==> config.mk <==
export PLATFORM = sky130hd
export DESIGN_NAME = freq_meter_mc
export DESIGN_NICKNAME = d
export VERILOG_FILES = /design/src/rtl/freq_meter_mc.sv
export SDC_FILE = /design/constraint.sdc
export NUM_CORES = 1
export LEC_CHECK = 0
export ABC_AREA = 0
export BUFFER_PORTS_ARGS = -buffer_cell sky130_fd_sc_hd__clkbuf_2
export CORE_MARGIN = 8
export CORE_UTILIZATION = 30
export CTS_BUF_LIST = sky130_fd_sc_hd__clkbuf_16
export DETAILED_ROUTE_END_ITERATION = 12
export GPL_ROUTABILITY_DRIVEN = 0
export GPL_TIMING_DRIVEN = 0
export PLACE_DENSITY = 0.46
export REMOVE_ABC_BUFFERS = 1
export SKIP_CTS_REPAIR_TIMING = 1
export SYNTH_ARGS = -nofsm -noshare
export SYNTH_HDL_FRONTEND = slang
export SYNTH_SLANG_ARGS = --single-unit
==> constraint.sdc <==
create_clock -name sys_clk -period 4.1 [get_ports sys_clk]
set_input_delay 0.615 -clock sys_clk [delete_from_list [all_inputs] [get_ports sys_clk]]
set_output_delay 0.615 -clock sys_clk [all_outputs]
set_load 0.05 [all_outputs]
==> src/rtl/freq_meter_mc.sv <==
// Purpose : multi-channel equal-precision frequency meter; counts sys_clk cycles across N whole periods of one selected input.
// Latency : input rise -> internal rise pulse 3 cycles; close rise -> done/results 2 cycles later; invalid channel -> done 2 cycles after start.
// Backpr. : none; start is ignored unless the FSM is idle; results and error flags hold until the next done pulse.
//
// Ports:
//   sys_clk, rst_n            reference clock (rising edge) and asynchronous active-low reset
//   sig_in[NUM_CH]            asynchronous test signals
//   start, ch_sel, gate_edges measurement request, channel and gate length (periods, 0 means 1)
//   busy, done                measurement in progress / one-cycle result-valid pulse
//   fx_cnt, fs_cnt, ch_out    periods counted, reference cycles counted, channel of the results
//   timeout_err, overflow_err how the last measurement ended
module freq_meter_mc #(
    parameter int NUM_CH  = 4,
    parameter int CH_W    = 2,
    parameter int CNT_W   = 32,
    parameter int EDGE_W  = 16,
    parameter int TIMEOUT = 100_000_000,
    parameter int CLK_FS  = 100_000_000
) (
    input  logic              sys_clk,
    input  logic              rst_n,
    input  logic [NUM_CH-1:0] sig_in,
    input  logic              start,
    input  logic [CH_W-1:0]   ch_sel,
    input  logic [EDGE_W-1:0] gate_edges,
    output logic              busy,
    output logic              done,
    output logic [EDGE_W-1:0] fx_cnt,
    output logic [CNT_W-1:0]  fs_cnt,
    output logic [CH_W-1:0]   ch_out,
    output logic              timeout_err,
    output logic              overflow_err
);

    localparam int TMO_W = $clog2(TIMEOUT + 1);
    localparam int CH_N  = 1 << CH_W;
    // A misconfigured instance rejects every request as an invalid channel
    // instead of producing meaningless counts.
    localparam bit CFG_OK = (NUM_CH >= 1) && (NUM_CH <= 16) && (CH_N >= NUM_CH) &&
                            (TIMEOUT >= 1) && (CLK_FS >= 1);

    typedef enum logic [1:0] {IDLE, ARM, GATE, FIN} state_t;

    state_t state, state_d;

    logic [NUM_CH-1:0] s1, s2, s3;
    logic [NUM_CH-1:0] rise;
    logic [CH_N-1:0]   rise_ext;

    logic [CH_W-1:0]   ch_q, ch_d;
    logic [EDGE_W-1:0] n_q, n_d;
    logic [EDGE_W-1:0] fx_r, fx_d;
    logic [CNT_W-1:0]  fs_r, fs_d;
    logic [TMO_W-1:0]  tmo, tmo_d;
    logic [EDGE_W-1:0] res_fx, res_fx_d;
    logic [CNT_W-1:0]  res_fs, res_fs_d;
    logic              res_tmo, res_tmo_d;
    logic              res_ovf, res_ovf_d;

    logic ch_ok, ch_rise, fs_full, tmo_hit, close_hit;

    // Two synchroniser flops plus one history flop per channel.
    always_ff @(posedge sys_clk or negedge rst_n) begin
        if (!rst_n) begin
            s1 <= '0;
            s2 <= '0;
            s3 <= '0;
        end else begin
            s1 <= sig_in;
            s2 <= s1;
            s3 <= s2;
        end
    end

    assign rise = s2 & ~s3;

    // Pad to a power of two so any ch_q value indexes a defined bit.
    always_comb begin
        rise_ext             = '0;
        rise_ext[NUM_CH-1:0] = rise;
    end

    always_comb begin
        ch_ok     = CFG_OK && ({1'b0, ch_sel} < (CH_W + 1)'(NUM_CH));
        ch_rise   = rise_ext[ch_q];
        fs_full   = &fs_r;
        tmo_hit   = (tmo == TMO_W'(TIMEOUT - 1));
        close_hit = ch_rise && ((fx_r + EDGE_W'(1)) == n_q);

        state_d   = state;
        ch_d      = ch_q;
        n_d       = n_q;
        fx_d      = fx_r;
        fs_d      = fs_r;
        tmo_d     = tmo;
        res_fx_d  = res_fx;
        res_fs_d  = res_fs;
        res_tmo_d = res_tmo;
        res_ovf_d = res_ovf;

        case (state)
            IDLE: begin
                if (start) begin
                    ch_d = ch_sel;
                    if (ch_ok) begin
                        n_d     = (gate_edges == '0) ? EDGE_W'(1) : gate_edges;
                        tmo_d   = '0;
                        fs_d    = '0;
                        fx_d    = '0;
                        state_d = ARM;
                    end else begin
                        res_fx_d  = '0;
                        res_fs_d  = '0;
                        res_tmo_d = 1'b1;
                        res_ovf_d = 1'b0;
                        state_d   = FIN;
                    end
                end
            end
            ARM: begin
                // An opening edge beats a timeout expiring in the same cycle.
                if (ch_rise) begin
                    fs_d    = '0;
                    fx_d    = '0;
                    tmo_d   = '0;
                    state_d = GATE;
                end else if (tmo_hit) begin
                    res_fx_d  = fx_r;
                    res_fs_d  = fs_r;
                    res_tmo_d = 1'b1;
                    res_ovf_d = 1'b0;
                    state_d   = FIN;
                end else begin
                    tmo_d = tmo + TMO_W'(1);
                end
            end
            GATE: begin
                if (close_hit) begin
                    res_fx_d  = n_q;
                    res_fs_d  = fs_r + CNT_W'(1);
                    res_tmo_d = 1'b0;
                    res_ovf_d = 1'b0;
                    state_d   = FIN;
                end else if (fs_full) begin
                    res_fx_d  = fx_r;
                    res_fs_d  = '1;
                    res_tmo_d = 1'b0;
                    res_ovf_d = 1'b1;
                    state_d   = FIN;
                end else if (!ch_rise && tmo_hit) begin
                    res_fx_d  = fx_r;
                    res_fs_d  = fs_r;
                    res_tmo_d = 1'b1;
                    res_ovf_d = 1'b0;
                    state_d   = FIN;
                end else begin
                    fs_d = fs_r + CNT_W'(1);
                    if (ch_rise) begin
                        fx_d  = fx_r + EDGE_W'(1);
                        tmo_d = '0;
                    end else begin
                        tmo_d = tmo + TMO_W'(1);
                    end
                end
            end
            FIN: begin
                state_d = IDLE;
            end
            default: begin
                state_d = IDLE;
            end
        endcase
    end

    always_ff @(posedge sys_clk or negedge rst_n) begin
        if (!rst_n) begin
            state   <= IDLE;
            ch_q    <= '0;
            n_q     <= '0;
            fx_r    <= '0;
            fs_r    <= '0;
            tmo     <= '0;
            res_fx  <= '0;
            res_fs  <= '0;
            res_tmo <= 1'b0;
            res_ovf <= 1'b0;
        end else begin
            state   <= state_d;
            ch_q    <= ch_d;
            n_q     <= n_d;
            fx_r    <= fx_d;
            fs_r    <= fs_d;
            tmo     <= tmo_d;
            res_fx  <= res_fx_d;
            res_fs  <= res_fs_d;
            res_tmo <= res_tmo_d;
            res_ovf <= res_ovf_d;
        end
    end

    // Results are published one cycle after FIN so they line up with done;
    // busy stays high through that done cycle.
    always_ff @(posedge sys_clk or negedge rst_n) begin
        if (!rst_n) begin
            busy         <= 1'b0;
            done         <= 1'b0;
            fx_cnt       <= '0;
            fs_cnt       <= '0;
            ch_out       <= '0;
            timeout_err  <= 1'b0;
            overflow_err <= 1'b0;
        end else begin
            busy <= (state_d != IDLE) || (state == FIN);
            done <= (state == FIN);
            if (state == FIN) begin
                fx_cnt       <= res_fx;
                fs_cnt       <= res_fs;
                ch_out       <= ch_q;
                timeout_err  <= res_tmo;
                overflow_err <= res_ovf;
            end
        end
    end

endmodule

Yosys cells after proc, flatten, opt, wreduce, memory -nomap -nowiden
Index checks and enable logic that the tools add are counted.
- add/sub/neg operators: 3
- magnitude comparators: 1
- eq/ne operators: 15
- mux-type cells: 55
- bitwise logic cells: 2
- reductions and logical operators: 15
- operators with widths (operator ; number):
    $mux 32 ; 10
    $mux 16 ; 12
    $mux 27 ; 7
    $pmux 32 s3 ; 1
    $pmux 27 s3 ; 1
    $pmux 32 s2 ; 1
    $pmux 16 s3 ; 1
    $add 32x1->32 const B ; 1
    $pmux 16 s2 ; 1
    $reduce_and 32->1 ; 1
    $add 27x1->27 const B ; 1
    $eq 27x27->1 const B ; 1
    $add 16x1->16 const B ; 1
    $eq 16x16->1 ; 1
    $logic_not 16->1 ; 1
    $ne 2x2->1 const B ; 8
    $mux 2 ; 6
    $reduce_and 6->1 ; 2
    $mux 1 ; 11
    $pmux 2 s4 ; 1
    $reduce_and 7->1 ; 1
    $and 4x4->4 ; 1
    $eq 2x2->1 const B ; 2
    $ne 4x4->1 const B ; 1
    other kinds (14) ; 17
- bits in registers: 211
- bits of input ports: 25
- output and inout port bits: 54
- word-level logic and storage cells: 111

Longest topological paths before layout
- depth after elaboration: 12
- gate-level depth with buffers: 13
- depth with buffers taken out: 9

Worst setup path before layout
Ideal clock, no wire load.
- path kind: register -> register
- from: register fx_r[0]
- to: register tmo[25]
- library setup time: 0.135 ns
- data arrival time: 2.833 ns
- path slack: 1.132 ns
- stages on the path, launching flop included: 12
- path buffers: 2
- clock period less this slack: 2.968 ns
- cells stage by stage: dfrtp_1 ha_1 and3_1 clkbuf_1 nand3_1 xnor2_1 or4_4 or4b_1 nand3_2 nand2b_1 buf_4 o311ai_1
- cells in the longest elaborated chain, start to end: 5
- RTL lines (what ; RTL line ; RTL):
    start, declared ; 52 ; logic [EDGE_W-1:0] fx_r, fx_d;
    start signal, assigned ; 180 ; fx_r <= '0;
    start signal, assigned ; 191 ; fx_r <= fx_d;
    $add 16x1->16 ; 88 ; close_hit = ch_rise && ((fx_r + EDGE_W'(1)) == n_q);
    $eq 16x16->1 ; 88 ;
    $logic_and 1x1->1 ; 88 ;
    $ne 2x2->1 (no source line) ; n/a ;
    $reduce_and 6->1 (no source line) ; n/a ;
    end signal, assigned ; 193 ; tmo <= tmo_d;
    end, declared ; 54 ; logic [TMO_W-1:0] tmo, tmo_d;
No other way between the ends.
A chain may end at the register's enable or synchronous reset.

Worst setup path in the final report
- from: register fx_r[0]
- to: register fs_r[5]
- cells in the longest elaborated chain, start to end: 5
- RTL lines (what ; RTL line ; RTL):
    $add 16x1->16 ; 88 ;
    $eq 16x16->1 ; 88 ;
    $logic_and 1x1->1 ; 88 ;
    $ne 2x2->1 (no source line) ; n/a ;
    $reduce_and 6->1 (no source line) ; n/a ;
    end signal, assigned ; 192 ; fs_r <= fs_d;
    end, declared ; 53 ; logic [CNT_W-1:0] fs_r, fs_d;
No other way between the ends.

==> results by group <==
Drt
  • DR WL/cell: 17.8 µm
  • Via density: 5.27
  • Initial DRC count: about 500
  • Max Used Layer: met5
  • DR WL met3: ~1.4 mm
  • Post-Route WL: 27.5 mm
  • Met2 wire len: around 12 mm
  • DR vias: between 8k and 9k
  • Post-Route M1 WL: ~13 mm
  • # DRC: 0
  • Detail Route Antenna Nets: 0
  • Drt pass-1 iters: 5

Yosys
  • Post-synth EDFFs: 0
  • Area share of fa/ha/maj cells after synthesis: 0.0107
  • Largest area contributor in the netlist: dfrtp_1
  • Xor/xnor share of the synthesized area: 0.0290
  • Mux contribution to synthesized area: 0.0958
  • Simple-Gate Fraction of Synth Area: 0.166
  • Largest family of logic cells by synthesized area: simple AND/OR/NAND/NOR gates
  • Ys flop type: dfrtp_1
  • Post-synthesis compound-gate area fraction: 0.160
  • FF+latch count, synth: roughly 210
  • Syn. warnings: 0
  • Post-synth ARST share: 1.00
  • Post-synth top area share: 0.500
  • Post-synthesis sequential area ratio: 0.500
  • Post-Syn Area: 10600 µm²
  • Mapped Cells: ~1.0k
  • Mean post-synth cell area: around 10 µm²
  • Distinct cells, synth: between 60 and 70
  • Top cells by area, synth: dfrtp_1 (50%), mux2_2 (7.8%), o21ai_0 (3.9%)

STA
  • Final WS setup: between 0.2 and 0.3 ns
  • Worst slew pin tran: approximately 1.0 ns
  • Fin crit period: 3.81 ns
  • FMAX: about 0.26 GHz
  • Pins over their slew limit: 0
  • Clock Skew: ~0.017 ns
  • Relative slew slack: 0.307
  • TNS Setup: 0 ns
  • Unrepaired setup endpoints after global routing: false
  • Hold Violations, Final: 0
  • Final Cycle Share: 0.929
  • Final setup fails: 0

Final layout
  • Area of the multi-input gates: roughly 4900 µm²
  • Fin nets: approximately 1.1k
  • Non-Filler Instances: around 1.5k
  • Leading cell type in the layout, fill and taps excluded: dfrtp_1
  • Post-route cell area: 12300 µm²
  • Layout cell share with drive strength beyond 1: 0.205
  • Fillers: 3514
  • Commonest non-fill, non-tap cells in the layout: dfrtp_1 (211), nand2_1 (105), o21ai_0 (82), clkbuf_2 (77), mux2_2 (73)
  • Area growth, synth to finish: 16.0%
  • Register area: roughly 5300 µm²
  • Core Util, Final: 0.354

Critical path
  • Critical path capture point type: flip-flop
  • Critical Path Fanout Max: 30
  • Slowest Stage Delay on Critical Path: between 0.7 and 0.8 ns
  • Critical Path Most Common Cell: and4_1
  • Worst Path Arrival: about 4.2 ns
  • Req. time, crit path: about 4.5 ns
  • CP cell instances: ha_1 > and3_1 > and4_1 > o211ai_1 > nor4_1 > and4_1 > nor3_1 > nand2_2 > o31ai_1
  • Setup slack, reg-to-reg: roughly 0.29 ns
  • CP Launch Type: flip-flop
  • CP max stage cell: and4_1
  • WS Path Type: flip-flop to flip-flop

Floorplan
  • Top-Level Pins: 79
  • Die area: 41500 µm²
  • Starting Density: 0.305
  • Core area: approximately 35000 µm²
  • Height of the die: just over 200 µm
  • Die Span X: slightly above 200 µm
  • Cell row count: 68

Clock tree
  • Clock Latency Late Sink: between 0.5 and 0.6 ns
  • Clock Sinks: 211
  • CTS buffer count: 26
  • Root Buffer: clkbuf_16
  • CTS tree: done
  • H-tree depth: 1
  • Clk slew on worst S/H paths: roughly 0.060 ns
  • Maximum root-to-sink buffer count: 3

Global route
  • GRT Total Usage: 0.132
  • Total grt overflow: 0
  • Initial antenna violation count: 3
  • Largest net degree at the start of global routing: roughly 100
  • Global-route wire length before repair: about 46 mm
  • Number of global-route vias before repair: approximately 8.1k

Place
  • Dpl hpwl: 17.9 mm
  • PortBufs: between 70 and 80
  • Pre-CTS setup slack: -0.677 ns
  • Cell area after placement: between 10000 and 15000 µm²
  • Cells after DPL: 1492

Power and ir drop
  • PwrDens: between 500 and 600 nW/µm²
  • Static Leakage: 0.00513 µW
  • IR drop worst, VDD: roughly 430 µV

Outcome
  • Status: finished clean

Hold path
  • Hold Path Class: input port to async pin

Job
  • Max Cap Viol: 0
-- worst paths after layout --
| check | from | end | depth (start not counted) |
|---|---|---|---|
| min | rst_n | fs_cnt[25]$_DFFE_PN0P_ | 1 |
| max | fx_r[0]$_DFFE_PN0P_ | fs_r[5]$_DFFE_PN0P_ | 9 |
| min reg2reg | s1[0]$_DFF_PN0_ | s2[0]$_DFF_PN0_ | 0 |
| min in group sys_clk | sig_in[3] | s1[3]$_DFF_PN0_ | 1 |
| max reg2reg | fx_r[0]$_DFFE_PN0P_ | fs_r[5]$_DFFE_PN0P_ | 9 |
| max in group asynchronous | rst_n | fx_r[10]$_DFFE_PN0P_ | 3 |
-- synthesized netlist by cell type (3+ instances only) --
library cell,count
nor3_1,17
o21ai_0,83
inv_1,17
a41oi_1,3
buf_2,10
a22o_1,4
buf_6,4
nand4_1,23
and4_1,18
o31ai_1,52
ha_1,9
xor2_1,10
clkbuf_1,50
dfrtp_1,211
and3_1,20
nand2_1,107
xnor2_1,25
nand3b_1,3
buf_4,7
nor2b_1,4
a31oi_1,9
or2_2,4
a21oi_1,17
o2bb2ai_1,3
or3_1,10
nand3_1,47
o211ai_1,43
and2_1,5
a41o_1,3
mux2i_1,19
nand2b_1,3
nor2_1,33
o41ai_1,6
o21ai_1,15
nor4_1,11
mux2_2,73
nor4b_1,6
a31o_1,6
-- power breakdown --
group	switching, µW	internal [µW]
logic	1160	553
registers	161	2230
clock network	904	1240
total	2230	4030
-- sequential cells by signal, indices dropped and copies added (netlist names), 2 cells and up --
signal	flops
fx_cnt	16
ch_out	2
res_fx	16
res_fs	32
s3	4
tmo	27
s1	4
fs_r	32
state	2
ch_q	2
fs_cnt	32
s2	4
n_q	16
fx_r	16
-- critical path: cells and delay by family (launching register included) --
family	cells	cell delay [ns]
adders and majority gates	1	0.28
AOI/OAI and AO/OA	2	0.23
and+or+nand+nor	6	2.64
DFF	1	0.49
-- cell type report --
class | count | share of cell area
clock inverters | 21 | 0.00980
repair buffers | 92 | 0.0490
inverters | 18 | 0.00582
flip-flops and latches | 211 | 0.431
multi-input cells | 722 | 0.403
well taps | 455 | 0.0464
clock buffers | 27 | 0.0551
diodes | 1 | 0.000204
-- kinds of logic after synthesis --
| group | Yosys count |
|---|---|
| AOI/OAI and AO/OA | 258 |
| buffers and inverters | 90 |
| DFF | 211 |
| muxes | 92 |
| adders and majority gates | 9 |
| and+or+nand+nor | 328 |
| xor gates and xnor gates | 35 |
-- per-stage QoR --
step / hold WS [ns] / power, µW
6_report: 0.0309 / 6260
2_1_floorplan: 0.319 / 3490
3_5_place_dp: 0.336 / 4130
4_1_cts: 0.0273 / 6330
5_1_grt: 0.0520 / 6620
3_3_place_gp: 0.336 / 4060
-- per-layer routing --
metal,global-route usage,up-vias
li1,-,3906
met1,0.187,4054
met2,0.207,153
met3,0.0252,33
met4,0.0295,2
met5,0,-
No activity file was read; power rests on OpenSTA's default activity.
